--- config.mk ---
export PLATFORM = sky130hd
export DESIGN_NAME = rx_descramble_lfsr
export DESIGN_NICKNAME = d
export VERILOG_FILES = /design/src/rtl/rx_descramble_lfsr.sv
export SDC_FILE = /design/constraint.sdc
export NUM_CORES = 1
export LEC_CHECK = 0
export ABC_AREA = 1
export BUFFER_PORTS_ARGS = -buffer_cell sky130_fd_sc_hd__buf_2
export CAP_MARGIN = 10
export CORE_MARGIN = 1
export CORE_UTILIZATION = 26
export DETAILED_ROUTE_END_ITERATION = 6
export GPL_TIMING_DRIVEN = 0
export SLEW_MARGIN = 5
export SYNTH_ARGS = -nofsm -noshare
export SYNTH_HDL_FRONTEND = slang
export SYNTH_SLANG_ARGS = --single-unit
export TNS_END_PERCENT = 50
--- constraint.sdc ---
create_clock -name logic_clk_in -period 6.4 [get_ports logic_clk_in]
set_input_delay 1.92 -clock logic_clk_in [delete_from_list [all_inputs] [get_ports logic_clk_in]]
set_output_delay 1.92 -clock logic_clk_in [all_outputs]
set_load 0.1 [all_outputs]
--- src/rtl/rx_descramble_lfsr.sv ---
// Receive descrambler for framed word streams.
// Each frame is HEADER_LEN clear header words followed by N data blocks of
// BLOCK_LEN words. Data words are XORed with an internally generated PN
// sequence (mode 0) or with an externally supplied PN word (mode 1).
// The result is registered, so an output word follows its strobe by one cycle.
module rx_descramble_lfsr #(
    parameter int               DATA_W           = 32,
    parameter int               LFSR_W           = 15,
    parameter logic [LFSR_W-1:0] LFSR_POLY       = 15'h6000,
    parameter logic [LFSR_W-1:0] LFSR_SEED       = 15'h0001,
    parameter int               HEADER_LEN       = 16,
    parameter int               BLOCK_LEN        = 93,
    parameter bit               RESEED_PER_BLOCK = 1'b0
) (
    input  logic              logic_clk_in,
    input  logic              logic_rst_in,
    input  logic              frame_start_in,
    input  logic [7:0]        num_blocks_in,
    input  logic              mode_in,
    input  logic              data_pulse_in,
    input  logic [DATA_W-1:0] data_descramble_in,
    input  logic [DATA_W-1:0] pn_descramble_in,
    output logic              data_descramble_vaild,
    output logic [DATA_W-1:0] data_descramble_out,
    output logic              header_flag_out,
    output logic              frame_done_out,
    output logic              err_stray_out,
    output logic [127:0]      debug_signal
);

    localparam int CNT_W = 16;
    localparam int DBG_W = 2 + CNT_W + 8 + LFSR_W;

    // Last index of the header and of a data block. HEADER_LEN=0 never
    // enters HEADER, so its last index is irrelevant in that case.
    localparam logic [CNT_W-1:0] HDR_LAST = CNT_W'((HEADER_LEN > 0) ? HEADER_LEN - 1 : 0);
    localparam logic [CNT_W-1:0] BLK_LAST = CNT_W'(BLOCK_LEN - 1);

    typedef enum logic [1:0] {
        IDLE   = 2'd0,
        HEADER = 2'd1,
        DATA   = 2'd2
    } state_t;

    state_t              state_reg,     state_next;
    logic [CNT_W-1:0]    word_cnt_reg,  word_cnt_next;
    logic [7:0]          block_cnt_reg, block_cnt_next;
    logic [7:0]          nblk_reg,      nblk_next;
    logic                mode_reg,      mode_next;
    logic [LFSR_W-1:0]   lfsr_reg,      lfsr_next;
    logic                valid_reg,     valid_next;
    logic [DATA_W-1:0]   data_reg,      data_next;
    logic                hdr_reg,       hdr_next;
    logic                done_reg,      done_next;
    logic                err_reg,       err_next;
    logic [DBG_W-1:0]    dbg_reg,       dbg_next;
    logic                dbg_update;

    // Effective context for this cycle: a frame start replaces the current
    // context so a coincident strobe is handled as word 0 of the new frame.
    state_t              eff_state;
    logic [CNT_W-1:0]    eff_word;
    logic [7:0]          eff_block;
    logic [7:0]          eff_nblk;
    logic                eff_mode;
    logic [LFSR_W-1:0]   eff_lfsr;

    // Unrolled LFSR: DATA_W steps per word, first feedback bit lands in the MSB.
    logic [LFSR_W-1:0]   lfsr_chain [DATA_W+1];
    logic [DATA_W-1:0]   pn_int;

    // Select between the registered context and a fresh frame context.
    always_comb begin
        eff_state = state_reg;
        eff_word  = word_cnt_reg;
        eff_block = block_cnt_reg;
        eff_nblk  = nblk_reg;
        eff_mode  = mode_reg;
        eff_lfsr  = lfsr_reg;
        if (frame_start_in) begin
            if (HEADER_LEN > 0)
                eff_state = HEADER;
            else if (num_blocks_in != 8'd0)
                eff_state = DATA;
            else
                eff_state = IDLE;
            eff_word  = '0;
            eff_block = '0;
            eff_nblk  = num_blocks_in;
            eff_mode  = mode_in;
            eff_lfsr  = LFSR_SEED;
        end
    end

    assign lfsr_chain[0] = eff_lfsr;

    generate
        for (genvar gi = 0; gi < DATA_W; gi++) begin : g_lfsr_step
            logic fb;
            assign fb                 = ^(lfsr_chain[gi] & LFSR_POLY);
            assign pn_int[DATA_W-1-gi] = fb;
            assign lfsr_chain[gi+1]   = {lfsr_chain[gi][LFSR_W-2:0], fb};
        end
    endgenerate

    // Next-state and output decode for the frame sequencer.
    always_comb begin
        state_next     = eff_state;
        word_cnt_next  = eff_word;
        block_cnt_next = eff_block;
        nblk_next      = eff_nblk;
        mode_next      = eff_mode;
        lfsr_next      = eff_lfsr;
        valid_next     = 1'b0;
        done_next      = 1'b0;
        data_next      = data_reg;
        hdr_next       = hdr_reg;
        err_next       = frame_start_in ? 1'b0 : err_reg;
        dbg_update     = frame_start_in;

        // Empty frame: nothing to receive, report completion right away.
        if (frame_start_in && HEADER_LEN == 0 && num_blocks_in == 8'd0)
            done_next = 1'b1;

        if (data_pulse_in) begin
            case (eff_state)
                IDLE: begin
                    // Words outside a frame are dropped; a word that arrives
                    // with the start of an empty frame is not an error.
                    if (!frame_start_in)
                        err_next = 1'b1;
                end
                HEADER: begin
                    valid_next = 1'b1;
                    data_next  = data_descramble_in;
                    hdr_next   = 1'b1;
                    dbg_update = 1'b1;
                    if (eff_word == HDR_LAST) begin
                        word_cnt_next = '0;
                        if (eff_nblk == 8'd0) begin
                            done_next  = 1'b1;
                            state_next = IDLE;
                        end else begin
                            state_next = DATA;
                        end
                    end else begin
                        word_cnt_next = eff_word + 1'b1;
                    end
                end
                DATA: begin
                    valid_next = 1'b1;
                    hdr_next   = 1'b0;
                    dbg_update = 1'b1;
                    data_next  = data_descramble_in ^ (eff_mode ? pn_descramble_in : pn_int);
                    if (!eff_mode)
                        lfsr_next = lfsr_chain[DATA_W];
                    if (eff_word == BLK_LAST) begin
                        word_cnt_next  = '0;
                        block_cnt_next = eff_block + 1'b1;
                        // Block-boundary reload wins over the advance above.
                        if (RESEED_PER_BLOCK)
                            lfsr_next = LFSR_SEED;
                        if (eff_block + 8'd1 == eff_nblk) begin
                            done_next  = 1'b1;
                            state_next = IDLE;
                        end
                    end else begin
                        word_cnt_next = eff_word + 1'b1;
                    end
                end
                default: ;
            endcase
        end

        dbg_next = dbg_reg;
        if (dbg_update)
            dbg_next = {state_next, word_cnt_next, block_cnt_next, lfsr_next};
    end

    // State, counters, LFSR and registered outputs.
    always_ff @(posedge logic_clk_in or posedge logic_rst_in) begin
        if (logic_rst_in) begin
            state_reg     <= IDLE;
            word_cnt_reg  <= '0;
            block_cnt_reg <= '0;
            nblk_reg      <= '0;
            mode_reg      <= 1'b0;
            lfsr_reg      <= LFSR_SEED;
            valid_reg     <= 1'b0;
            data_reg      <= '0;
            hdr_reg       <= 1'b0;
            done_reg      <= 1'b0;
            err_reg       <= 1'b0;
            dbg_reg       <= '0;
        end else begin
            state_reg     <= state_next;
            word_cnt_reg  <= word_cnt_next;
            block_cnt_reg <= block_cnt_next;
            nblk_reg      <= nblk_next;
            mode_reg      <= mode_next;
            lfsr_reg      <= lfsr_next;
            valid_reg     <= valid_next;
            data_reg      <= data_next;
            hdr_reg       <= hdr_next;
            done_reg      <= done_next;
            err_reg       <= err_next;
            dbg_reg       <= dbg_next;
        end
    end

    assign data_descramble_vaild = valid_reg;
    assign data_descramble_out   = data_reg;
    assign header_flag_out       = hdr_reg;
    assign frame_done_out        = done_reg;
    assign err_stray_out         = err_reg;
    assign debug_signal          = {{(128-DBG_W){1'b0}}, dbg_reg};

endmodule

== Word level (Yosys, flattened, before mapping) ==
Cells that the tools add are included.
Storage, ports and cells
  bits in registers: 127
  output and inout bits: 164
Operators by class
  $add $sub $neg: 2
  equality and inequality tests: 5
  multiplexer cells: 39
  bitwise logic cells: 1
  reductions and logical operators: 37
Operators by type and width (number)
  15-bit XOR reduction: 32
  16-bit two-way mux: 4
  32-bit one-hot mux with 2 select lines: 1
  15-bit two-way mux: 4
  8-bit two-way mux: 5
  32-bit two-way mux: 1
  16-bit one-hot mux with 2 select lines: 1
  32-bit XOR: 1
  16-bit by 1-bit adder with 16-bit output, second input constant: 1
  16-bit by 4-bit equality test with 1-bit output, second input constant: 1
  16-bit by 7-bit equality test with 1-bit output, second input constant: 1
  1-bit two-way mux: 14
  2-bit two-way mux: 6
  8-bit by 1-bit adder with 8-bit output, second input constant: 1
  8-bit equality test: 1
  8-bit logical NOT: 1
  1-bit one-hot mux with 2 select lines: 2
  2-bit one-hot mux with 2 select lines: 1
  2-bit by 1-bit equality test with 1-bit output, second input constant: 1
  2-bit equality test, second input constant: 1
  2-bit logical NOT: 1
  2-bit AND reduction: 1
  2-bit nonzero test: 1
  2-bit OR reduction: 1

== Depth between registers and ports, before layout ==
Gate-level depths: netlist of run 1.
  depth in word-level cells: 7
  gate-level depth with buffers: 16
  gate-level depth less buffers: 15

== Least setup slack after synthesis of run 1 ==
Ideal clock, no wire load.
  path type: input to register
  start point: in frame_start_in
  end point: reg data_reg[2], in the netlist data_descramble_out[2]
  library setup time: 136 ps
  arrival time: 3755 ps
  required time: 6264 ps
  setup slack: 2508 ps
  stages on the path: 11
  path buffers: 4
  cells stage by stage: buf_6 > buf_2 > nor2_1 > inv_1 > ha_1 > nor2_1 > clkinv_1 > clkbuf_1 > clkbuf_1 > nand2_1 > o21ai_0
Between the ends
  cells in the longest elaborated chain, start to end: 7
  elaborated cells on any way between the ends: 15
  those cells by class: 2 x eq/ne; 5 x mux; 1 x bitwise; 7 x reduce/logical
Ends and longest elaborated chain
  start: declaration: RTL line 17  | input logic frame_start_in,
  15-bit two-way mux: RTL line 80  | if (frame_start_in) begin
  15-bit XOR reduction (3 in series): RTL line 100  | assign fb = ^(lfsr_chain[gi] & LFSR_POLY);
  32-bit two-way mux: RTL line 154  | data_next = data_descramble_in ^ (eff_mode ? pn_descramble_in : pn_int);
  32-bit XOR: RTL line 154
  32-bit one-hot mux with 2 select lines: RTL line 126  | case (eff_state)
  end signal: assignment: RTL line 203  | data_reg <= data_next;
  end: declaration: RTL line 52  | logic [DATA_W-1:0] data_reg, data_next;
Parallel ways exist; a longest one is shown, timed or not.
A chain may end at the register's enable or synchronous reset.

== Worst setup path after layout of run 1 ==
  start point: in frame_start_in
  end point: reg word_cnt_reg[2]
Between the ends
  cells in the longest elaborated chain, start to end: 5
  elaborated cells on any way between the ends: 11
  those cells by class: 1 x add/sub; 4 x eq/ne; 6 x mux
Ends and longest elaborated chain
  16-bit two-way mux: RTL line 80
  16-bit by 1-bit adder with 16-bit output (tied with other cells): RTL line 147, 168
  16-bit two-way mux, on equally long branches: RTL line 157, 138
  16-bit one-hot mux with 2 select lines: RTL line 126
  16-bit two-way mux (*): RTL line 125  | if (data_pulse_in) begin
  via word_cnt_next[2]: RTL line 46  | logic [CNT_W-1:0] word_cnt_reg, word_cnt_next;
  end signal: assignment: RTL line 197  | word_cnt_reg <= word_cnt_next;
  end: declaration: RTL line 46
Mark *: on every way through the listed nets, which the timed path passes. The rest lies on a longest branch.

==> flow_summary_export.csv, run 1 <==
group,metric,value,unit
floorplan,num_io_pins,241,
clock_tree,clock_path_buffers,2,
drt,via_count,6550,
floorplan,rows,61,
placement,post-place-cells,1549,
grt,grt_pass1_wl,34000,um
logic_synthesis,yosysUniqueCellTypes,42,
drt,antenna_left,0,
worst_setup_path,reg2reg_slack,3.73,ns
worst_setup_path,path_class,"in2reg",
layout,final_common_cell,"nand2_1",
logic_synthesis,synth_flop_cell,"dfrtp_1",
sta,max_freq,0.2298,GHz
sta,finalSetupViolations,0,
clock_tree,clock_latency,0.42,ns
clock_tree,cts_tree,"done",
grt,use_met3,4.047,%
worst_setup_path,crit_fanout,10,
drt,drc_errors,0,
power_and_ir_drop,max-vdd-ir-drop,0.1650,mV
floorplan,start_util,26.48,%
clock_tree,root_buffer,"clkbuf_16",
worst_setup_path,critPathTopFamily,"buffers and inverters",
worst_setup_path,cp.buffers_inverters,7,
logic_synthesis,ys_ff_latch,127,
logic_synthesis,synth_edf_count,0,
logic_synthesis,syn_inst,931,
grt,met2_usage,25.20,%
placement,portBuffers,153,
sta,final.setup.worst_slack,2.048,ns
worst_setup_path,critPathSlowestCell,"clkbuf_1",
logic_synthesis,netlist_area,7377,sq um
worst_setup_path,r2r_cells,9,
placement,place.gp.congestion,0.8371,
grt,grt_usage,15.44,%
floorplan,core_region_area,27860,sq um
layout,layout.nets,1272,
clock_tree,cts_sinks,127,
sta,fin_worst_skew,0.01149,ns
worst_setup_path,crit_cells,12,
layout,stdcell_count,1582,
grt,antenna_found_initial,3,
grt,grt_pass1_vias,6190,
sta,min_period_over_period,68.00,%
power_and_ir_drop,power.density,256.8,nW/um^2
layout,fin_area,9567,sq um
sta,tns,0,ns
clock_tree,ctsResizeCount,0,
logic_synthesis,yosysWarnings,0,
floorplan,die_x,170.4,um
status,outcome,"complete, no violations",
logic_synthesis,yosysSeqAreaShare,43.10,%
sta,worst_pin_slew,0.6918,ns
clock_tree,cts-buffers-inserted,17,
layout,syn2layout_area_growth,29.68,%
worst_setup_path,rr_endpoint,"word_cnt_reg[2]",
clock_tree,post_cts.repair.setup_buffers,0,
sta,max_slew_margin,53.88,%
logic_synthesis,async_flop_share,100.0,%
power_and_ir_drop,power_leakage,5.151,nW
worst_setup_path,critical_path.max_stage_delay,0.39,ns
grt,grt_max_degree,71,
floorplan,die_area,29050,sq um
placement,dp_hpwl,17080,um
grt,grt_overflow_total,0,
flow_run,cap_violations,0,
layout,largest_reg_flops,41,
clock_tree,path_clk_slew,0.06,ns
hold_path,min_from,"dbg_reg[31]",
sta,period_needed,4.352,ns
clock_tree,htreeDepth,4,
hold_path,hold_depth,2,
clock_tree,hold_buffers,0,
drt,dr.first_iter.drc_count,396,
layout,drive_gt1_share,27.31,%
worst_setup_path,end_kind,"register",
grt,busiest_layer,"met2",
sta,finalHoldViolCount,0,
placement,placed_cell_area,8971,sq um
drt,drt-total-wl,22160,um
drt,dr.pass1.iters,5,
floorplan,die_h,170.4,um
worst_setup_path,path_cells,"buf_2, buf_6, buf_2, nor2_1, inv_1, ha_1, nor2_1, clkinv_1, clkbuf_1, clkbuf_1, nand2_1, nand2_1",
sta,slew_violations,0,
hold_path,hp-class,"reg2reg",
layout,final_cell_mix,"nand2_1, buf_2, dfrtp_1",
grt,grtUsageMet1,19.89,%
drt,wl_per_cell,14.01,um
sta,rsz0062_at_grt,"no",
worst_setup_path,crit_arrival,4.65,ns
drt,viasPerCell,4.140,
worst_setup_path,cp.required,6.70,ns
hold_path,holdPathEnd,"dbg_reg[31]",
worst_setup_path,r2r_start,"state_reg[0]",
power_and_ir_drop,power.total,2.457,mW
placement,dpl_worst_slack,1.628,ns
logic_synthesis,postSynthAreaPerCell,7.924,sq um
worst_setup_path,crit_path_start_kind,"input pin",
-- worst max-delay path by stage --
stage / startpoint / to / slack, ns
floorplan: logic_rst_in / block_cnt_reg[0] / 1.10
global placement: logic_rst_in / nblk_reg[5] / -0.69
detailed placement: frame_start_in / data_descramble_out[2] / 1.63
CTS: frame_start_in / word_cnt_reg[2] / 2.05
global route: frame_start_in / data_descramble_out[2] / 1.81
finish: frame_start_in / word_cnt_reg[2] / 2.05
-- tightest hold or removal path, stage by stage (launching register included) --
cell	delay [ns]
dfrtp_1	0.33
nand2_1	0.05
nand2_1	0.05
-- cells by family after synthesis --
kind of cell	Yosys count	share of synthesized area [%]
AOI/OAI and AO/OA	127	9.956
xor gates and xnor gates	48	6.309
adders and majority gates	5	0.8480
buffers and inverters	186	14.77
DFF	127	43.10
other	1	0.05083
and+or+nand+nor	437	24.97
-- synth_stat cells (all sizes together), types with 6 or more instances --
library cell / count / area (sq um)
xnor2: 25 / 264.0
o21ai: 75 / 394.1
clkbuf: 17 / 63.81
nor3: 6 / 50.05
nand2: 321 / 1250
dfrtp: 126 / 3153
a21oi: 15 / 82.58
buf: 103 / 778.3
o211ai: 15 / 112.6
inv: 65 / 244.0
nor2: 55 / 239.0
xor2: 23 / 201.4
nand3: 44 / 230.2
o22ai: 14 / 87.58
-- through the flow --
stage	utilization (%)	hold WS, ns
finish	34.34	0.4718
global route	34.33	0.4974
CTS	34.31	0.4777
detailed placement	32.20	0.4608
global placement	32.09	0.4611
floorplan	-	0.4708
-- layer usage --
| layer | share of wire [%] | vias up |
|---|---|---|
| met3 | 6.0 | 21 |
| met5 | 0 | - |
| met4 | 1.3 | 0 |
| met1 | 45 | 3002 |
| li1 | - | 3320 |
| met2 | 47 | 207 |
-- power by group --
| group | internal [mW] | switching [mW] |
|---|---|---|
| clock network | 0.610 | 0.386 |
| logic | 0.107 | 0.509 |
| registers | 0.831 | 0.0128 |
-- cell type report --
class | count | area (sq um)
Fill cell | 2938 | 18290
Antenna cell | 3 | 7.507
Tap cell | 378 | 473.0
Clock buffer | 17 | 425.4
Timing Repair Buffer | 154 | 793.3
Inverter | 66 | 252.7
Multi-Input combinational cell | 704 | 3431
Sequential cell | 127 | 3179
Buffer | 120 | 842.1
Clock inverter | 13 | 162.7
No activity file was read; power rests on OpenSTA's default activity.
==> run 2: changes to the inputs <==
==> constraint.sdc (replaced) <==
create_clock -name logic_clk_in -period 3.7 [get_ports logic_clk_in]
set_input_delay 1.11 -clock logic_clk_in [delete_from_list [all_inputs] [get_ports logic_clk_in]]
set_output_delay 1.11 -clock logic_clk_in [all_outputs]
set_load 0.1 [all_outputs]
==> run 2 against run 1 <==
Compared with the run above:
- sequential power rose by 73%
- total power increased by 72%
- via count is 0.41% higher
- clock-buffer cell count rose by 1
- clock skew shrank 0.0050 ns
- global-route usage is 0.18 points higher
- combinational power grew 74%
- largest power group unchanged
- critical endpoint is now data_descramble_out[2]
==> flow_summary_export.csv, run 2 (same netlist as run 1, synthesis figures left out) <==
group,metric,value,unit
drt,dr.pass1.iters,5,
flow_run,cap_violations,0,
layout,final_cell_mix,"nand2_1, buf_2, dfrtp_1",
drt,antenna_left,0,
worst_setup_path,reg2reg_slack,1.14,ns
placement,place.gp.congestion,0.8387,
power_and_ir_drop,max-vdd-ir-drop,0.2915,mV
sta,rsz0062_at_grt,"no",
drt,dr.first_iter.drc_count,384,
placement,dp_hpwl,17430,um
grt,grt_overflow_total,0,
sta,worst_pin_slew,0.6649,ns
drt,drt-total-wl,22410,um
placement,post-place-cells,1551,
clock_tree,clock_latency,0.42,ns
clock_tree,cts_sinks,127,
sta,fin_worst_skew,0.006539,ns
layout,final_common_cell,"nand2_1",
layout,largest_reg_flops,41,
worst_setup_path,path_class,"in2reg",
clock_tree,path_clk_slew,0.06,ns
worst_setup_path,cp.required,3.98,ns
worst_setup_path,critical_path.max_stage_delay,0.34,ns
worst_setup_path,end_kind,"register",
drt,wl_per_cell,14.15,um
floorplan,die_area,29050,sq um
grt,antenna_found_initial,2,
placement,placed_cell_area,9002,sq um
worst_setup_path,critPathSlowestCell,"clkbuf_2",
clock_tree,ctsResizeCount,0,
worst_setup_path,path_cells,"buf_2, buf_6, buf_2, nor2_1, inv_1, ha_1, nor2_1, clkinv_1, clkbuf_1, clkbuf_2, nand2_1, o21ai_0",
layout,syn2layout_area_growth,29.99,%
worst_setup_path,critPathTopFamily,"buffers and inverters",
power_and_ir_drop,power.density,440.1,nW/um^2
clock_tree,cts-buffers-inserted,17,
clock_tree,post_cts.repair.setup_buffers,0,
worst_setup_path,rr_endpoint,"data_descramble_out[2]",
layout,fin_area,9589,sq um
power_and_ir_drop,power_leakage,5.162,nW
sta,max_freq,0.2937,GHz
worst_setup_path,crit_arrival,3.68,ns
clock_tree,clock_path_buffers,2,
grt,grt_pass1_vias,6106,
status,outcome,"complete, no violations",
sta,slew_violations,0,
floorplan,start_util,26.48,%
floorplan,die_x,170.4,um
sta,tns,0,ns
floorplan,core_region_area,27860,sq um
sta,max_slew_margin,55.67,%
sta,finalSetupViolations,0,
worst_setup_path,r2r_cells,9,
hold_path,hold_depth,2,
clock_tree,htreeDepth,4,
hold_path,min_from,"dbg_reg[17]",
grt,grt_usage,15.63,%
drt,viasPerCell,4.152,
layout,drive_gt1_share,27.57,%
worst_setup_path,crit_start,"frame_start_in",
sta,min_period_over_period,92.01,%
hold_path,holdPathEnd,"dbg_reg[17]",
layout,stdcell_count,1584,
sta,finalHoldViolCount,0,
grt,grt_pass1_wl,34110,um
hold_path,hp-class,"reg2reg",
worst_setup_path,cp.buffers_inverters,7,
floorplan,num_io_pins,241,
clock_tree,hold_buffers,0,
clock_tree,root_buffer,"clkbuf_16",
clock_tree,cts_tree,"done",
sta,hold_ws,0.4711,ns
placement,portBuffers,153,
drt,drc_errors,0,
worst_setup_path,crit_path_start_kind,"input pin",
floorplan,die_h,170.4,um
layout,layout.nets,1274,
drt,via_count,6577,
worst_setup_path,crit_fanout,10,
grt,grt_max_degree,38,
floorplan,rows,61,
sta,period_needed,3.404,ns
worst_setup_path,r2r_start,"state_reg[0]",
[run 2: layout make-up]
cell class | count | area (sq um)
fillers | 2930 | 18270
diodes | 2 | 5.005
inverters | 66 | 251.5
clock inverters | 13 | 141.4
plain buffers | 120 | 843.3
clock buffers | 18 | 439.2
repair buffers | 156 | 825.8
flip-flops and latches | 127 | 3179
well taps | 378 | 473.0
multi-input cells | 704 | 3431
[run 2: worst max path at each step]
| stage | cells past startpoint | to |
|---|---|---|
| floorplan | 11 | data_descramble_out[2] |
| global placement | 12 | data_descramble_out[2] |
| detailed placement | 12 | data_descramble_out[2] |
| CTS | 12 | data_descramble_out[2] |
| global route | 12 | data_descramble_out[2] |
| finish | 12 | data_descramble_out[2] |
[run 2: metrics by stage]
| stage | utilization (%) | setup slack [ns] | power [mW] |
|---|---|---|---|
| floorplan | - | 0.6184 | 2.387 |
| global route | 34.41 | 0.02796 | 4.370 |
| CTS | 34.40 | 0.1392 | 4.253 |
| finish | 34.42 | 0.2957 | 4.221 |
| global placement | 32.10 | -0.2422 | 2.544 |
| detailed placement | 32.32 | -0.2961 | 2.556 |
[run 2: report_power, final]
part           leakage [nW]  internal [mW]  total, mW  switching [mW]
logic                  3.22          0.188       1.07           0.881
registers              1.67           1.44       1.46          0.0223
clock network         0.278           1.01       1.69           0.684
total                  5.16           2.63       4.22            1.59
[run 2: tightest hold or removal path, stage by stage, from the launching register on]
cell	delay [ns]
dfrtp_1	0.34
nand2_1	0.05
nand2_1	0.05
[run 2: layer usage]
metal  vias up  global-route usage [%]  wire length (um)
met5         -                       0                 0
met4         0                   6.385               562
met3        36                   3.767              1369
met2       200                   25.16             10440
met1      3019                   19.99             10040
li1       3322                       -                 -
